File: src/rtl/pipe_pkg.sv
// ============================================================================
//  Module      : pipe_pkg
//  Description : Shared types for the pipeline stage registers. It holds the
//                per-stage control/data bundles, their widths, and the skid
//                occupancy encoding used by pipe_stage_reg.
//  Config      : PIPE_STAGE_SKID_EN (consumed by pipe_stage_reg)
//  Revision    : 1.0 - initial release
// ============================================================================
`default_nettype none

package pipe_pkg;

   // Skid occupancy: nothing held, main entry only, main plus skid entry.
   typedef enum logic [1:0] {
      SKID_EMPTY = 2'd0,
      SKID_ONE   = 2'd1,
      SKID_FULL  = 2'd2
   } skid_state_e;

   // ---------------- IF/ID ----------------
   typedef struct packed {
      logic       pred_taken;
      logic       halt;
   } if_id_ctrl_t;

   typedef struct packed {
      logic [31:0] npc;
      logic [31:0] instr;
   } if_id_data_t;

   // ---------------- ID/EX ----------------
   typedef struct packed {
      logic [1:0] ALUsrc;
      logic [1:0] memtoreg;
      logic [3:0] ALUop;
      logic       regwrite;
      logic [1:0] pcselect;
      logic [1:0] regdst;
      logic       branch;
      logic       dmemREN;
      logic       dmemWEN;
      logic       halt;
   } id_ex_ctrl_t;

   typedef struct packed {
      logic [31:0] npc;
      logic [31:0] rdat1;
      logic [31:0] rdat2;
      logic [31:0] instr;
      logic [31:0] imm;
   } id_ex_data_t;

   // ---------------- EX/MEM ----------------
   typedef struct packed {
      logic [1:0] memtoreg;
      logic       regwrite;
      logic       dmemREN;
      logic       dmemWEN;
      logic       halt;
   } ex_mem_ctrl_t;

   typedef struct packed {
      logic [31:0] npc;
      logic [31:0] alu_out;
      logic [31:0] store_data;
      logic [4:0]  wsel;
   } ex_mem_data_t;

   // ---------------- MEM/WB ----------------
   typedef struct packed {
      logic [1:0] memtoreg;
      logic       regwrite;
      logic       halt;
   } mem_wb_ctrl_t;

   typedef struct packed {
      logic [31:0] npc;
      logic [31:0] alu_out;
      logic [31:0] load_data;
      logic [4:0]  wsel;
   } mem_wb_data_t;

   // Widths handed to pipe_stage_reg as CTRL_W/DATA_W by each stage.
   localparam int IF_ID_CTRL_W  = $bits(if_id_ctrl_t);
   localparam int IF_ID_DATA_W  = $bits(if_id_data_t);
   localparam int ID_EX_CTRL_W  = $bits(id_ex_ctrl_t);
   localparam int ID_EX_DATA_W  = $bits(id_ex_data_t);
   localparam int EX_MEM_CTRL_W = $bits(ex_mem_ctrl_t);
   localparam int EX_MEM_DATA_W = $bits(ex_mem_data_t);
   localparam int MEM_WB_CTRL_W = $bits(mem_wb_ctrl_t);
   localparam int MEM_WB_DATA_W = $bits(mem_wb_data_t);

   // Performance counter width used by all stages.
   localparam int STALL_CNT_W   = 16;

endpackage : pipe_pkg

`default_nettype wire

File: src/rtl/pipe_stage_reg_sat_counter.sv
// ============================================================================
//  Module      : sat_counter
//  Description : Up-counter that sticks at all-ones instead of wrapping.
//                Asynchronous active-high reset, synchronous clear.
//  Revision    : 1.0 - initial release
// ============================================================================
`default_nettype none

module sat_counter
   import pipe_pkg::*;
#(
   parameter int CNT_W = STALL_CNT_W
) (
   input  logic             clk_i,
   input  logic             rst_i,
   input  logic             inc_i,
   input  logic             clr_i,
   output logic [CNT_W-1:0] cnt_o
);

   logic [CNT_W-1:0] cnt_q;
   logic [CNT_W-1:0] cnt_d;

   // Next count: clear wins, otherwise increment unless already saturated.
   always_comb begin
      cnt_d = cnt_q;
      if (clr_i) begin
         cnt_d = '0;
      end else if (inc_i && (cnt_q != {CNT_W{1'b1}})) begin
         cnt_d = cnt_q + CNT_W'(1);
      end
   end

   // Count register.
   always_ff @(posedge clk_i or posedge rst_i) begin
      if (rst_i) begin
         cnt_q <= '0;
      end else begin
         cnt_q <= cnt_d;
      end
   end

   assign cnt_o = cnt_q;

endmodule : sat_counter

`default_nettype wire

File: src/rtl/pipe_stage_reg.sv
// ============================================================================
//  Module      : pipe_stage_reg
//  Description : Generic pipeline stage register with valid/ready handshake,
//                flush (control bundle zeroed, beat killed) and a saturating
//                backpressure counter.
//  Config      : PIPE_STAGE_SKID_EN - when defined, adds one skid entry and
//                registers in_ready; when undefined, single entry with a
//                combinational in_ready.
//  Revision    : 1.0 - initial release
// ============================================================================
`default_nettype none

module pipe_stage_reg
   import pipe_pkg::*;
#(
   parameter int CTRL_W = 16,
   parameter int DATA_W = 160,
   parameter int CNT_W  = 16
) (
   input  logic              CLK,
   input  logic              RST,
   input  logic              in_valid,
   output logic              in_ready,
   input  logic [CTRL_W-1:0] in_ctrl,
   input  logic [DATA_W-1:0] in_data,
   input  logic              flush,
   output logic              out_valid,
   input  logic              out_ready,
   output logic [CTRL_W-1:0] out_ctrl,
   output logic [DATA_W-1:0] out_data,
   output logic [CNT_W-1:0]  stall_cnt
);

   logic w_stall_inc;

`ifdef PIPE_STAGE_SKID_EN

   skid_state_e       state_q,     state_d;
   logic [CTRL_W-1:0] main_ctrl_q, main_ctrl_d;
   logic [DATA_W-1:0] main_data_q, main_data_d;
   logic [CTRL_W-1:0] skid_ctrl_q, skid_ctrl_d;
   logic [DATA_W-1:0] skid_data_q, skid_data_d;
   logic              in_ready_q,  in_ready_d;
   logic              w_in_beat;
   logic              w_out_hs;

   // in_ready comes from a register; it is masked only while reset is held
   // so upstream sees 0 during reset and 1 immediately afterwards.
   assign in_ready  = in_ready_q & ~RST;
   assign out_valid = (state_q != SKID_EMPTY);
   assign out_ctrl  = main_ctrl_q;
   assign out_data  = main_data_q;
   assign w_in_beat = in_valid & in_ready;
   assign w_out_hs  = out_valid & out_ready;

   // Occupancy next-state and entry movement; the skid entry always holds
   // the younger beat, so order is preserved when it moves to main.
   always_comb begin
      state_d     = state_q;
      main_ctrl_d = main_ctrl_q;
      main_data_d = main_data_q;
      skid_ctrl_d = skid_ctrl_q;
      skid_data_d = skid_data_q;
      if (flush) begin
         state_d     = SKID_EMPTY;
         main_ctrl_d = '0;
         skid_ctrl_d = '0;
      end else begin
         case (state_q)
            SKID_EMPTY: begin
               if (w_in_beat) begin
                  main_ctrl_d = in_ctrl;
                  main_data_d = in_data;
                  state_d     = SKID_ONE;
               end
            end
            SKID_ONE: begin
               if (w_in_beat && w_out_hs) begin
                  main_ctrl_d = in_ctrl;
                  main_data_d = in_data;
               end else if (w_in_beat) begin
                  skid_ctrl_d = in_ctrl;
                  skid_data_d = in_data;
                  state_d     = SKID_FULL;
               end else if (w_out_hs) begin
                  state_d     = SKID_EMPTY;
               end
            end
            SKID_FULL: begin
               // in_ready is low here, so no upstream beat can arrive.
               if (w_out_hs) begin
                  main_ctrl_d = skid_ctrl_q;
                  main_data_d = skid_data_q;
                  state_d     = SKID_ONE;
               end
            end
            default: begin
               state_d = SKID_EMPTY;
            end
         endcase
      end
      in_ready_d = (state_d != SKID_FULL);
   end

   // Occupancy state, entries and registered in_ready.
   always_ff @(posedge CLK or posedge RST) begin
      if (RST) begin
         state_q     <= SKID_EMPTY;
         main_ctrl_q <= '0;
         main_data_q <= '0;
         skid_ctrl_q <= '0;
         skid_data_q <= '0;
         in_ready_q  <= 1'b1;
      end else begin
         state_q     <= state_d;
         main_ctrl_q <= main_ctrl_d;
         main_data_q <= main_data_d;
         skid_ctrl_q <= skid_ctrl_d;
         skid_data_q <= skid_data_d;
         in_ready_q  <= in_ready_d;
      end
   end

`else

   logic              valid_q, valid_d;
   logic [CTRL_W-1:0] ctrl_q,  ctrl_d;
   logic [DATA_W-1:0] data_q,  data_d;

   // Accept when the held beat leaves this cycle or nothing is held; a
   // flush also lets upstream advance since its beat is dropped anyway.
   assign in_ready  = out_ready | ~valid_q | flush;
   assign out_valid = valid_q;
   assign out_ctrl  = ctrl_q;
   assign out_data  = data_q;

   // Flush kills the beat and zeroes control; otherwise load when ready.
   always_comb begin
      valid_d = valid_q;
      ctrl_d  = ctrl_q;
      data_d  = data_q;
      if (flush) begin
         valid_d = 1'b0;
         ctrl_d  = '0;
      end else if (in_ready) begin
         valid_d = in_valid;
         ctrl_d  = in_ctrl;
         data_d  = in_data;
      end
   end

   // Single stage register.
   always_ff @(posedge CLK or posedge RST) begin
      if (RST) begin
         valid_q <= 1'b0;
         ctrl_q  <= '0;
         data_q  <= '0;
      end else begin
         valid_q <= valid_d;
         ctrl_q  <= ctrl_d;
         data_q  <= data_d;
      end
   end

`endif

   // A held beat refused downstream is a backpressure cycle unless flushed.
   assign w_stall_inc = out_valid & ~out_ready & ~flush;

   sat_counter #(
      .CNT_W (CNT_W)
   ) u_stall_cnt (
      .clk_i (CLK),
      .rst_i (RST),
      .inc_i (w_stall_inc),
      .clr_i (1'b0),
      .cnt_o (stall_cnt)
   );

endmodule : pipe_stage_reg

`default_nettype wire

File: config.mk
export PLATFORM = sky130hd
export DESIGN_NAME = pipe_stage_reg
export DESIGN_NICKNAME = d
export VERILOG_FILES = /design/src/rtl/pipe_pkg.sv /design/src/rtl/pipe_stage_reg_sat_counter.sv /design/src/rtl/pipe_stage_reg.sv
export SDC_FILE = /design/constraint.sdc
export NUM_CORES = 1
export LEC_CHECK = 0
export ABC_AREA = 1
export CORE_MARGIN = 2
export CORE_UTILIZATION = 39
export DETAILED_ROUTE_END_ITERATION = 10
export HOLD_SLACK_MARGIN = 0.15
export PLACE_DENSITY = 0.76
export SYNTH_ARGS = -nofsm -noshare
export SYNTH_HDL_FRONTEND = slang
export SYNTH_HIERARCHICAL = 1
export SYNTH_SLANG_ARGS = --single-unit
File: constraint.sdc
create_clock -name CLK -period 6.8 [get_ports CLK]
set_clock_uncertainty 0.15 [all_clocks]
set_input_delay 0.68 -clock CLK [delete_from_list [all_inputs] [get_ports CLK]]
set_output_delay 0.68 -clock CLK [all_outputs]
set_load 0.03 [all_outputs]
* Word-level counts from Yosys, hierarchy flattened *
Cells that the tools add are included.

word-level totals
  register bits after elaboration = 193
  input bits = 181
  output and inout bits = 194

cells by class
  add/subtract/negate cells = 1
  equality and inequality tests = 1
  muxes and demuxes = 4
  bitwise logic cells = 7
  reductions and logical operators = 3

operators by type and width
  cell                                           number
  two-way mux 16 bit                             2
  adder 16 x 1 -> 16 bit, second input constant  1
  inequality test 16 bit, second input constant  1
  NOT 1 bit                                      3
  bitwise AND 1 bit                              2
  two-way mux 1 bit                              2
  OR 1 bit                                       2
  AND reduction 2 bit                            1
  nonzero test 2 bit                             1
  logical AND 1 bit                              1

* Depth between registers and ports, before layout *
  depth in word-level cells = 5
  gate-level depth with buffers = 11
  depth with buffers taken out = 10

* Modules after synthesis *
Netlist, hierarchy kept.

by module, submodules not included
  module          instances  cells an instance  area each (µm²)  sequential area each (µm²)
  pipe_stage_reg  1          775                7,035.5          4,429.2
  sat_counter     1          159                1,083.5          400.4

* Least setup slack after synthesis *
Ideal clock, no wire load.

  kind = in2out
  start = input port out_ready
  end = output port in_ready
  arrival = 1,327 ps
  setup slack = 4,643 ps
  stages on the path = 5
  cells stage by stage = inv_2 nand2_4 buf_4 nor2_1 inv_1

between the ends
  cells in the longest elaborated chain, start to end = 2

ends and longest elaborated chain
  what                   RTL line               RTL
  start, declared        pipe_stage_reg.sv:28   input logic out_ready,
  OR 1 bit (2 in a row)  pipe_stage_reg.sv:132  assign in_ready = out_ready | ~valid_q | flush;
  end, declared          pipe_stage_reg.sv:23   output logic in_ready,

No other way between the ends.

* Final worst setup path *
Ends and elaborated chain as after synthesis.

==> results.yml <==
sta:
  timing.final.max_slew_violations: 0
  holdWs_ns: 0.321
  fin_setup_tns_ns: 0
  worst_pin_slew_ns: 1.00
  maxSlewHeadroom: 0.333
  achievable-frequency_mhz: 275
  finalSetupViolCount: 0
  rsz0062_at_grt: "no"
  min_period_ns: 3.63
  timing.final.hold_violations: 0
  timing.final.crit_share: 0.534
place:
  dp.cells: 1524
  place_area_sq_um: 11900
  dp_hpwl_microns: 18800
  finalWeightedCongestion: 0.828
  io_buffers: 374
drt:
  postRouteAntennaNets: 0
  dr_total_vias: 7730
  drc: 0
  wl_microns: 27000
  wire_per_inst_microns: 17.3
  drt-vias-per-instance: 4.96
  drtIter0Drc: 459
  firstDrtPassIters: 5
final_layout:
  nets: 1455
  final_common_cell: "nand2_1"
  nFillCells: 1804
  syn2layout_area_growth_pct: 54.5
  stdcell_area_sq_um: 12500
  drive_above_1_share: 0.0397
  final_cells: 1557
  final_util: 0.616
  layout_common_cells: "402 x nand2_1, 374 x clkdlybuf4s50_1, 193 x dfrtp_1"
grt:
  grt_pass1_wl_microns: 41500
  grt-ovfl-total: 0
  antenna_found_initial: 0
  grt_pass1_vias: 7465
  grt_max_degree: 102
  grt_usage: 0.241
worst_setup_path:
  start_kind: "input pin"
  worst_path_most_repeated_cell: "clkdlybuf4s50_1"
  cpMaxStageDelayCell: "clkdlybuf4s50_1"
  endpoint_kind: "output pin"
  worstReg2RegStart: "out_valid"
  worstSetupPathType: "input pin to output pin"
  crit_arrival_ns: 2.80
  slowest_delay_ns: 0.60
  cp_max_fo: 79
  cp_cell_sequence: "clkdlybuf4s50_1, inv_2, nand2_8, nor2_1, inv_1, clkdlybuf4s50_1"
  critPathLaunch: "out_ready"
  crit_required_ns: 5.97
floorplanning:
  dieHeight_microns: 148
  pin_count: 375
  fp.dieArea_sq_um: 22000
  coreArea_sq_um: 20400
  dieWidth_microns: 148
  initial_utilization: 0.399
  rows: 52
clock_tree:
  cts_buffer_depth: 2
  ctsRootBufferMaster: "clkbuf_16"
  hold_buffers: 0
  worstSkewPairLatency_ns: 0.42
  postCtsSetupBuffers: 0
  post_cts_resized: 0
  cts_buffers: 17
  cts_tree: "yes"
  cts.clk_slew.worst_paths_ns: 0.07
  htreeDepth: 4
  clkSinkCount: 193
synthesis:
  yosysSeqAreaShare: 0.595
  yosys_warnings: 6
  avgSynthCellArea_sq_um: 8.69
  yosys.area.top_type: "dfrtp_1"
  synthesis.area_sq_um: 8120
  synthDistinctLibCells: 27
  synth_top_area_share: 0.595
  synth.area.top_cells: "dfrtp_1 59%, nand2_1 19%, nand3_1 12%"
  ys_seq_elements: 193
  netlist_instances: 934
worst_hold_path:
  worstHoldStart: "out_data[15]"
  hp-class: "flip-flop to flip-flop"
power_and_ir_drop:
  p_leak_nw: 6.03
  vdd_drop_max_uv: 157
  p_per_area_nw_per_um2: 253
status:
  status: "complete, no violations"
job:
  max_cap_violations: 0
-- final timing paths --
| path | slack, ns | endpoint | cells after the start |
|---|---|---|---|
| hold reg to reg | 0.32 | out_data[15] | 2 |
| max in group asynchronous | 4.63 | out_data[98] | 3 |
| min in group asynchronous | 0.66 | u_stall_cnt/cnt_o[1] | 2 |
| hold / removal | 0.32 | out_data[15] | 2 |
| setup reg to reg | 3.83 | out_data[114] | 5 |
| setup / recovery | 3.17 | in_ready | 6 |
-- sequential cells by signal (all words and copies together) (netlist names) --
signal,count
out_ctrl,16
out_valid,1
u_stall_cnt/cnt_o,16
out_data,160
-- power breakdown --
part | switching [mW] | internal, mW | leakage (nW) | total, mW
Combinational | 0.478 | 0.346 | 3.34 | 0.824
Clock | 0.486 | 0.528 | 0.290 | 1.01
Sequential | 0.0668 | 1.26 | 2.40 | 1.33
Total | 1.03 | 2.14 | 6.03 | 3.17
-- critical path, delay by kind of cell --
| family | cells | cell delay (ns) |
|---|---|---|
| buffers and inverters | 4 | 1.42 |
| and+or+nand+nor | 2 | 0.69 |
-- cells in the mapped netlist --
cell / count
buf_4: 14
ha_1: 1
o21ai_0: 1
nand3b_1: 2
clkbuf_1: 14
inv_1: 18
inv_2: 3
nand2_4: 2
nor2_1: 17
nor2_4: 3
nand2_2: 2
nand2_1: 402
nor2_2: 2
xor2_1: 2
a21oi_1: 1
nor2_8: 1
o21ai_1: 1
buf_6: 1
nor3_1: 1
clkinv_1: 1
conb_1: 1
xnor2_1: 2
nand3_1: 188
dfrtp_1: 193
buf_2: 32
nand4_1: 27
buf_1: 2
-- metrics by stage --
| stage | total power [mW] | setup WS, ns |
|---|---|---|
| after detailed placement | 2.18 | 3.18 |
| after global placement | 2.17 | 3.16 |
| after CTS | 3.20 | 3.16 |
| after global routing | 3.30 | 2.95 |
| final | 3.17 | 3.17 |
| after floorplan | 1.77 | 1.17 |
-- cell type report --
cell class / instances / area (sq um) / area share
tap: 270 / 338 / 0.0269
clock buffer: 18 / 429 / 0.0342
inverter: 22 / 92.6 / 0.00738
clock inverter: 14 / 169 / 0.0135
antenna: 1 / 2.50 / 0.000199
timing repair buffer: 380 / 3790 / 0.302
multi-input combinational: 659 / 2900 / 0.231
sequential: 193 / 4830 / 0.385
-- cell families after synthesis --
logic type / Yosys count / share of synthesized area
compound gates: 3 / 0.00185
other cells: 1 / 0.000462
flops: 193 / 0.595
xor+xnor: 4 / 0.00432
fa+ha+maj: 1 / 0.00154
buf+inv: 85 / 0.0516
simple gates: 647 / 0.345
-- metal layers --
layer  vias up  wire, microns  global-route usage  share of wire
met5         -              0                   0              0
met4         0            860              0.0762          0.032
met3        46           2070              0.0687          0.076
met2       304          13400               0.398           0.49
met1      3697          10700               0.309           0.40
li1       3683              -                   -              -
(Power assumes the default switching activity.)
